## src/rtl/f11_qdma_arb_if.sv

```systemverilog
// ---------------------------------------------------------------------------
// f11_qdma_arb_if
// Purpose : bundles the Q-bus DMA arbitration signals shared between the
//           arbiter and its surroundings (DMA devices, CPU bus-cycle logic).
// Signals :
//   dma_req  [NREQ] DMA requests, level, active high
//   dma_sack [NREQ] selection acknowledge per requester
//   dma_gnt  [NREQ] grant, one-hot or zero
//   cpu_busy        CPU owns the bus (SYNC asserted or transfer pending)
//   bus_sync        Q-bus SYNC from any master
//   cpu_hold        inhibits the CPU from starting a new bus cycle
//   arb_busy        arbiter state is not IDLE
//   sack_to         one-cycle pulse on SACK timeout
//   ten_err         sticky tenure-watchdog flag
// Modports:
//   master : the arbiter side (drives grant/hold/status)
//   slave  : the environment side (drives requests, acks, CPU/bus status)
// ---------------------------------------------------------------------------
interface f11_qdma_arb_if #(
  parameter int NREQ = 4
) ();

  logic [NREQ-1:0] dma_req;
  logic [NREQ-1:0] dma_sack;
  logic [NREQ-1:0] dma_gnt;
  logic            cpu_busy;
  logic            bus_sync;
  logic            cpu_hold;
  logic            arb_busy;
  logic            sack_to;
  logic            ten_err;

  modport master (
    input  dma_req, dma_sack, cpu_busy, bus_sync,
    output dma_gnt, cpu_hold, arb_busy, sack_to, ten_err
  );

  modport slave (
    output dma_req, dma_sack, cpu_busy, bus_sync,
    input  dma_gnt, cpu_hold, arb_busy, sack_to, ten_err
  );

endinterface

```

## src/rtl/f11_qdma_arb.sv

```systemverilog
// ---------------------------------------------------------------------------
// f11_qdma_arb
// Purpose : Q-bus DMA arbiter for the F-11 processor board. Holds off new CPU
//           bus cycles, waits for the current CPU cycle to end, grants one
//           DMA requester and tracks its SACK-based bus tenure. A one-cycle
//           GAP after each tenure leaves the CPU an arbitration slot.
// Ports   :
//   pin_clk   processor clock, all state changes on the rising edge
//   pin_init  synchronous active-high reset
//   bus       f11_qdma_arb_if.master (dma_req/dma_sack/dma_gnt, cpu_busy,
//             bus_sync, cpu_hold, arb_busy, sack_to, ten_err)
// Parameters:
//   NREQ     number of DMA requesters (1..8)
//   SACK_TO  cycles allowed between grant and SACK (>=2)
//   TEN_TO   maximum MASTER tenure in cycles, 0 disables the watchdog
// Build option:
//   F11_DMA_RR_EN  defined   -> round-robin priority starting after the
//                               last winner
//                  undefined -> fixed priority, index 0 highest
// ---------------------------------------------------------------------------
module f11_qdma_arb #(
  parameter int NREQ    = 4,
  parameter int SACK_TO = 64,
  parameter int TEN_TO  = 0
) (
  input  logic            pin_clk,
  input  logic            pin_init,
  f11_qdma_arb_if.master  bus
);

  localparam int IW    = (NREQ > 1) ? $clog2(NREQ) : 1;
  localparam int TMAX0 = (SACK_TO > TEN_TO) ? SACK_TO : TEN_TO;
  localparam int TMAX  = (TMAX0 > 2) ? TMAX0 : 2;
  localparam int TW    = $clog2(TMAX) + 1;

  localparam logic [TW-1:0] SACK_LAST = TW'(SACK_TO - 1);
  localparam logic [TW-1:0] TEN_LAST  = TW'((TEN_TO > 0) ? TEN_TO - 1 : 0);

  typedef enum logic [2:0] {
    S_IDLE,
    S_HOLD,
    S_GRANT,
    S_MASTER,
    S_GAP
  } state_t;

  state_t          r_state;
  state_t          w_nextState;
  logic [IW-1:0]   r_winner;
  logic [IW-1:0]   w_pick;
  logic [IW-1:0]   w_start;
  logic            w_anyReq;
  logic [TW-1:0]   r_timer;
  logic            r_sackTo;
  logic            r_tenErr;
  logic            w_reqW;
  logic            w_sackW;
  logic            w_toExit;
  logic [NREQ-1:0] w_gnt;
  logic            w_hold;

  assign w_reqW  = bus.dma_req[r_winner];
  assign w_sackW = bus.dma_sack[r_winner];

  // A timeout only counts when neither SACK nor a withdrawal already
  // decided the exit from GRANT.
  assign w_toExit = (r_state == S_GRANT) && !w_sackW && w_reqW &&
                    (r_timer >= SACK_LAST);

`ifdef F11_DMA_RR_EN
  logic [IW-1:0] r_ptr;
  logic          w_ptrAdvance;
  localparam logic [IW-1:0] LAST_IDX = IW'(NREQ - 1);

  // Withdrawn requests do not move the pointer; completed tenures and
  // timeouts do.
  assign w_ptrAdvance = ((r_state == S_MASTER) && (w_nextState == S_GAP)) ||
                        w_toExit;
  assign w_start      = r_ptr;

  always_ff @(posedge pin_clk) begin
    if (pin_init) begin
      r_ptr <= '0;
    end else if (w_ptrAdvance) begin
      r_ptr <= (r_winner == LAST_IDX) ? '0 : r_winner + IW'(1);
    end
  end
`else
  assign w_start = '0;
`endif

  // Priority search beginning at w_start and wrapping past NREQ-1 to 0.
  always_comb begin
    int idx;
    idx      = 0;
    w_pick   = '0;
    w_anyReq = 1'b0;
    for (int k = 0; k < NREQ; k++) begin
      idx = int'(w_start) + k;
      if (idx >= NREQ) idx = idx - NREQ;
      if (!w_anyReq && bus.dma_req[idx]) begin
        w_anyReq = 1'b1;
        w_pick   = IW'(idx);
      end
    end
  end

  always_ff @(posedge pin_clk) begin
    if (pin_init) begin
      r_state <= S_IDLE;
    end else begin
      r_state <= w_nextState;
    end
  end

  always_comb begin
    w_nextState = r_state;
    case (r_state)
      S_IDLE:   if (w_anyReq) w_nextState = S_HOLD;
      S_HOLD: begin
        if (!w_reqW)            w_nextState = S_GAP;
        else if (!bus.cpu_busy) w_nextState = S_GRANT;
      end
      S_GRANT: begin
        if (w_sackW)            w_nextState = S_MASTER;
        else if (!w_reqW)       w_nextState = S_GAP;
        else if (w_toExit)      w_nextState = S_GAP;
      end
      S_MASTER: if (!w_sackW && !bus.bus_sync) w_nextState = S_GAP;
      S_GAP:    w_nextState = S_IDLE;
      default:  w_nextState = S_IDLE;
    endcase
  end

  always_comb begin
    w_gnt  = '0;
    w_hold = 1'b0;
    case (r_state)
      S_HOLD:   w_hold = 1'b1;
      S_GRANT: begin
        w_hold          = 1'b1;
        w_gnt[r_winner] = 1'b1;
      end
      S_MASTER: w_hold = 1'b1;
      default: begin
        w_gnt  = '0;
        w_hold = 1'b0;
      end
    endcase
  end

  // Winner is frozen from IDLE onwards so late requests cannot steal the grant.
  always_ff @(posedge pin_clk) begin
    if (pin_init) begin
      r_winner <= '0;
    end else if ((r_state == S_IDLE) && w_anyReq) begin
      r_winner <= w_pick;
    end
  end

  // One timer serves both the SACK timeout (GRANT) and the tenure watchdog
  // (MASTER); it restarts on every state change and saturates.
  always_ff @(posedge pin_clk) begin
    if (pin_init) begin
      r_timer <= '0;
    end else if (w_nextState != r_state) begin
      r_timer <= '0;
    end else if (((r_state == S_GRANT) || (r_state == S_MASTER)) &&
                 (r_timer != '1)) begin
      r_timer <= r_timer + TW'(1);
    end
  end

  always_ff @(posedge pin_clk) begin
    if (pin_init) begin
      r_sackTo <= 1'b0;
      r_tenErr <= 1'b0;
    end else begin
      r_sackTo <= w_toExit;
      if ((TEN_TO > 0) && (r_state == S_MASTER) && (r_timer >= TEN_LAST)) begin
        r_tenErr <= 1'b1;
      end
    end
  end

  assign bus.dma_gnt  = w_gnt;
  assign bus.cpu_hold = w_hold;
  assign bus.arb_busy = (r_state != S_IDLE);
  assign bus.sack_to  = r_sackTo;
  assign bus.ten_err  = r_tenErr;

endmodule
```

## src/flat_wrapper.sv

```systemverilog
// flat-port wrapper written by rule: the top's interface ports become plain ports
module f11_qdma_arb_flat 
#(
  parameter int NREQ    = 4,
  parameter int SACK_TO = 64,
  parameter int TEN_TO  = 0
)
  (pin_clk, pin_init, bus_dma_req, bus_dma_sack, bus_cpu_busy, bus_bus_sync, bus_dma_gnt, bus_cpu_hold, bus_arb_busy, bus_sack_to, bus_ten_err);
  f11_qdma_arb_if #(.NREQ(NREQ)) bus_i ();
  input  logic pin_clk;
  input  logic pin_init;
  input wire logic [$bits(bus_i.dma_req)-1:0] bus_dma_req;
  input wire logic [$bits(bus_i.dma_sack)-1:0] bus_dma_sack;
  input wire logic [$bits(bus_i.cpu_busy)-1:0] bus_cpu_busy;
  input wire logic [$bits(bus_i.bus_sync)-1:0] bus_bus_sync;
  output wire logic [$bits(bus_i.dma_gnt)-1:0] bus_dma_gnt;
  output wire logic [$bits(bus_i.cpu_hold)-1:0] bus_cpu_hold;
  output wire logic [$bits(bus_i.arb_busy)-1:0] bus_arb_busy;
  output wire logic [$bits(bus_i.sack_to)-1:0] bus_sack_to;
  output wire logic [$bits(bus_i.ten_err)-1:0] bus_ten_err;
  assign bus_i.dma_req = bus_dma_req;
  assign bus_i.dma_sack = bus_dma_sack;
  assign bus_i.cpu_busy = bus_cpu_busy;
  assign bus_i.bus_sync = bus_bus_sync;
  assign bus_dma_gnt = bus_i.dma_gnt;
  assign bus_cpu_hold = bus_i.cpu_hold;
  assign bus_arb_busy = bus_i.arb_busy;
  assign bus_sack_to = bus_i.sack_to;
  assign bus_ten_err = bus_i.ten_err;
  f11_qdma_arb #(.NREQ(NREQ), .SACK_TO(SACK_TO), .TEN_TO(TEN_TO)) u_core (.pin_clk(pin_clk), .pin_init(pin_init), .bus(bus_i));
endmodule
```

## config.mk

```make
export PLATFORM = sky130hd
export DESIGN_NAME = f11_qdma_arb_flat
export DESIGN_NICKNAME = d
export VERILOG_FILES = /design/src/rtl/f11_qdma_arb_if.sv /design/src/rtl/f11_qdma_arb.sv /design/src/flat_wrapper.sv
export SDC_FILE = /design/constraint.sdc
export NUM_CORES = 1
export LEC_CHECK = 0
export ABC_CLOCK_PERIOD_IN_PS = 2200
export BUFFER_PORTS_ARGS = -buffer_cell sky130_fd_sc_hd__buf_2
export CORE_MARGIN = 4
export CORE_UTILIZATION = 50
export CTS_BUF_LIST = sky130_fd_sc_hd__clkbuf_2
export DETAILED_ROUTE_END_ITERATION = 7
export HOLD_SLACK_MARGIN = 0.05
export PLACE_DENSITY = 0.86
export SKIP_LAST_GASP = 1
export SYNTH_ARGS = -nofsm -noshare
export SYNTH_HDL_FRONTEND = slang
export SYNTH_SLANG_ARGS = --single-unit
```

## constraint.sdc

```tcl
create_clock -name pin_clk -period 2.2 [get_ports pin_clk]
set_input_delay 0.33 -clock pin_clk [delete_from_list [all_inputs] [get_ports pin_clk]]
set_output_delay 0.33 -clock pin_clk [all_outputs]
set_load 0.1 [all_outputs]
```

Word-level counts from Yosys, hierarchy flattened

Index checks and enable logic that the tools add are counted.

Magnitude comparators: 3
Reduce and logical (&&, ||, !) cells: 20
Multiplexer cells: 23
Eq/ne operators: 5
$add $sub $neg: 1

Operators with widths:

| operator            | count |
|---|---|
| $mux 3              | 7 |
| $pmux 3 s4          | 1 |
| $logic_and 1x1->1   | 10 |
| $mux 1              | 9 |
| $add 7x1->7 const B | 1 |
| $ge 7x6->1 const B  | 1 |
| $ne 7x7->1 const B  | 1 |
| $eq 3x2->1 const B  | 2 |
| $logic_not 1->1     | 5 |
| $bmux 1 s2          | 2 |
| $mux 2              | 2 |
| $mux 4              | 1 |
| $eq 3x1->1 const B  | 1 |
| $logic_not 3->1     | 1 |
| $lt 2x3->1 const B  | 1 |
| $ne 3x3->1          | 1 |
| $reduce_bool 3->1   | 1 |
| $reduce_or 3->1     | 1 |
| $demux 1 s2         | 1 |
| $ge 2x1->1 const B  | 1 |
| $reduce_or 2->1     | 1 |
| $logic_or 1x1->1    | 1 |

Output and inout bits: 8
Register bits after elaboration: 13
Input port bits: 12
Logic and storage cells: 56

Depth between registers and ports, before layout

Word-level depth: 14
Mapped depth: 5
Gate-level depth less buffers: 5

Least setup slack after synthesis

Ideal clock, no wire load.

Kind: register to output
Start: register u_core.r_state[2]
End: output bus_dma_gnt[0]
Path buffers: 1
Data arrival time: 3.480 ns
Path slack: -1.610 ns
Cell stages (with the launch flop): 4
Data required time: 1.870 ns
Cells stage by stage: dfxtp_1 > clkbuf_1 > nand2b_1 > nor4_1

Word-level cells in the longest chain between the ends: 2

Ends and longest elaborated chain:

| element                  | line                | text |
|---|---|---|
| start: declaration       | f11_qdma_arb.sv:47  | `state_t r_state;` |
| start signal: assignment | f11_qdma_arb.sv:112 | `r_state <= w_nextState;` |
| $eq 3x2->1               | f11_qdma_arb.sv:138 | `case (r_state)` |
| $mux 4                   | f11_qdma_arb.sv:138 |  |
| end: declaration         | flat_wrapper.sv:16  | `output wire logic [$bits(bus_i.dma_gnt)-1:0] bus_dma_gnt;` |

No other way between the ends.

Worst setup path after layout

Start: register u_core.r_state[2]
End: output bus_dma_gnt[3]

The elaborated chain is that of the path after synthesis.

==> qor.yml <==
run_status:
  outcome: "finished, final reports clean"
logic_synthesis:
  ys_seq_elements: 13
  yosysTopAreaCellShare: 0.301
  seq_area_frac_synth: 0.301
  synth_area_leader_cell: "dfxtp_1"
  synthFlopType: "dfxtp_1"
  synth_edf_count: 0
  synth_area_per_cell_sq_um: 8.72
  ys_types: 41
  synthesis.nets: 112
  yosys_warnings: 0
  netlist_instances: 99
  netlist_top_cells_area: "dfxtp_1, nor3_1, mux4_2, inv_1, mux2i_1"
  syn_area_sq_um: 863
  synthArstFlopShare: 0
clock_network:
  cts-resized-gates: 0
  numCtsBuffers: 3
  clkTransAtPathRegs_ns: 0.11
  root_buffer: "clkbuf_2"
  ctsHtreeMaxLevel: 1
  cts_sinks: 13
  holdBufCountCts: 0
  post-cts-setup-buffers: 0
  clock_latency_ns: 0.27
  cts_buffer_depth: 2
  cts_tree: "done"
place:
  finalWeightedCongestion: 0.808
  hpwlAfterDp_mm: 1.45
  port_buffers: 18
  placed_cell_area_sq_um: 988
power_and_ir_drop:
  internal_power_mw: 0.526
  leakage_nw: 0.403
  pwr-share-comb: 0.603
  ir_worst_vdd_uv: 986
  clockPowerShare: 0.110
  power_density_nw_per_um2: 1120
  p_total_mw: 1.13
  seqPwrFrac: 0.287
  p_switching_mw: 0.603
  p_sw_frac: 0.534
route:
  drt-total-wl_mm: 1.82
  drc: 0
  vias_per_cell: 6.05
  first_pass_iters: 4
  wl_per_cell_um: 13.3
  antenna_left: 0
  drt_iter0_drc: 9
  via_count: 829
die:
  core_sq_um: 1580
  io_pins: 20
  initial_core_util: 0.548
  fp-row-count: 14
  dieHeight_um: 49.6
  dieArea_sq_um: 2460
  die_width_um: 49.6
cells_and_area:
  diodes: 0
  fill_cells: 125
  layout-drive-gt1-share: 0.306
  regArea_sq_um: 260
  fin_area_sq_um: 1010
  multi_input_area_sq_um: 562
  fin_nets: 135
  area_growth_pct: 16.8
flow_run:
  maxCapViolCount: 0
global_routing:
  grt.total_usage: 0.162
  grt_pass1_vias: 743
  antenna_found_initial: 0
  grt_first_pass_wirelength_mm: 3.18
  grt_max_degree: 10
  grt.overflow.total: 0
sta:
  final_hold_viol_count: 0
  whs_ns: 0.297
  post-route-period-util: 0.907
  min_period_ns: 2.00
  fin_skew_ns: 0.00973
  setup_viol: 0
  fmax_mhz: 501
  grt_setup_unrepaired: "no"
  slew_violations: 0
critical_path:
  crit_required_ns: 1.87
  worstSetupEndpointType: "primary output"
  arrival_ns: 1.67
  path_class: "register to primary output"
  reg2reg_depth: 4
  startpoint_type: "register"
  r2r_setup_slack_ns: 0.30
  crit_fanout: 9
min_path:
  min_path_cells: 2
  hp-class: "primary input to register"
==> worst max-delay path, stage by stage, from the launching register on <==
cell     delay (ns)
dfxtp_1        0.41
nor3b_1        0.33
nand2_1        0.14
nor2_1         0.10
buf_2          0.43
==> per-layer routing <==
| metal | up-vias | global-route usage | routed length, um |
|---|---|---|---|
| li1 | 413 | - | - |
| met1 | 370 | 0.229 | 866 |
| met2 | 39 | 0.242 | 759 |
| met3 | 7 | 0.0331 | 156 |
| met4 | 0 | 0.0553 | 39 |
| met5 | - | 0 | 0 |
==> worst paths after layout <==
kind,start,end
min,pin_init,u_core.r_state[2]
min reg2reg,u_core.r_timer[5],u_core.r_timer[5]
max reg2reg,u_core.r_winner[0],u_core.r_timer[0]
max,u_core.r_state[2],bus_dma_gnt[3]
==> per-stage QoR <==
step / TNS (ns) / instances / util / setup WS (ns)
floorplan: -1.44 / 99 / - / -0.442
global placement: 0 / 133 / 0.627 / 0.351
detailed placement: 0 / 133 / 0.627 / 0.341
CTS: 0 / 137 / 0.640 / 0.217
global route: 0 / 137 / 0.640 / 0.0576
finish: 0 / 137 / 0.640 / 0.204
==> power by group through the flow <==
stage          registers, mW  clock network, mW  logic, mW
6_report               0.324              0.124      0.681
3_5_place_dp           0.328                  0      0.675
3_3_place_gp           0.329                  0      0.669
2_1_floorplan          0.307                  0      0.574
4_1_cts                0.324              0.126      0.679
5_1_grt                0.335              0.141      0.722
==> final cells by class <==
class                   instances  share of cell area
repair buffers                 21               0.112
clock buffers                   4              0.0199
inverters                       9              0.0335
multi-input cells              74               0.557
well taps                      16              0.0199
flip-flops and latches         13               0.258
==> cell usage in the layout, fill, tap and decap left out, types with 2 or more instances in the layout <==
cell	netlist	layout
a21oi_1	5	5
a221oi_1	3	3
and2_1	2	2
buf_2	0	18
buf_4	1	3
clkbuf_2	0	4
dfxtp_1	13	13
inv_1	9	9
mux2i_1	3	3
mux4_2	2	2
nand2_1	4	4
nand2b_1	2	2
nand3_1	2	2
nor2_1	6	5
nor2b_1	2	2
nor3_1	9	9
nor3b_1	2	2
nor4_2	0	2
o21ai_0	5	5
or4_1	2	2
xor2_1	3	3
==> Yosys cell counts (3+ instances only) <==
cell / number
a21oi_1: 5
nand2_1: 4
nor2_1: 6
o21ai_0: 5
dfxtp_1: 13
inv_1: 9
a221oi_1: 3
xor2_1: 3
mux2i_1: 3
nor3_1: 9
==> sequential cells by signal, indices dropped and copies added, names as in the netlist <==
name,cells
u_core.bus.sack_to,1
u_core.r_state,3
u_core.r_timer,7
u_core.r_winner,2
==> logic make-up after synthesis <==
logic type	after synthesis	synth area share
flops	13	0.301
buf+inv	12	0.0652
fa+ha+maj	1	0.0145
other cells	1	0.00434
compound gates	27	0.262
simple gates	36	0.225
mux	5	0.0870
xor+xnor	4	0.0406
No activity file was read; power rests on OpenSTA's default activity.
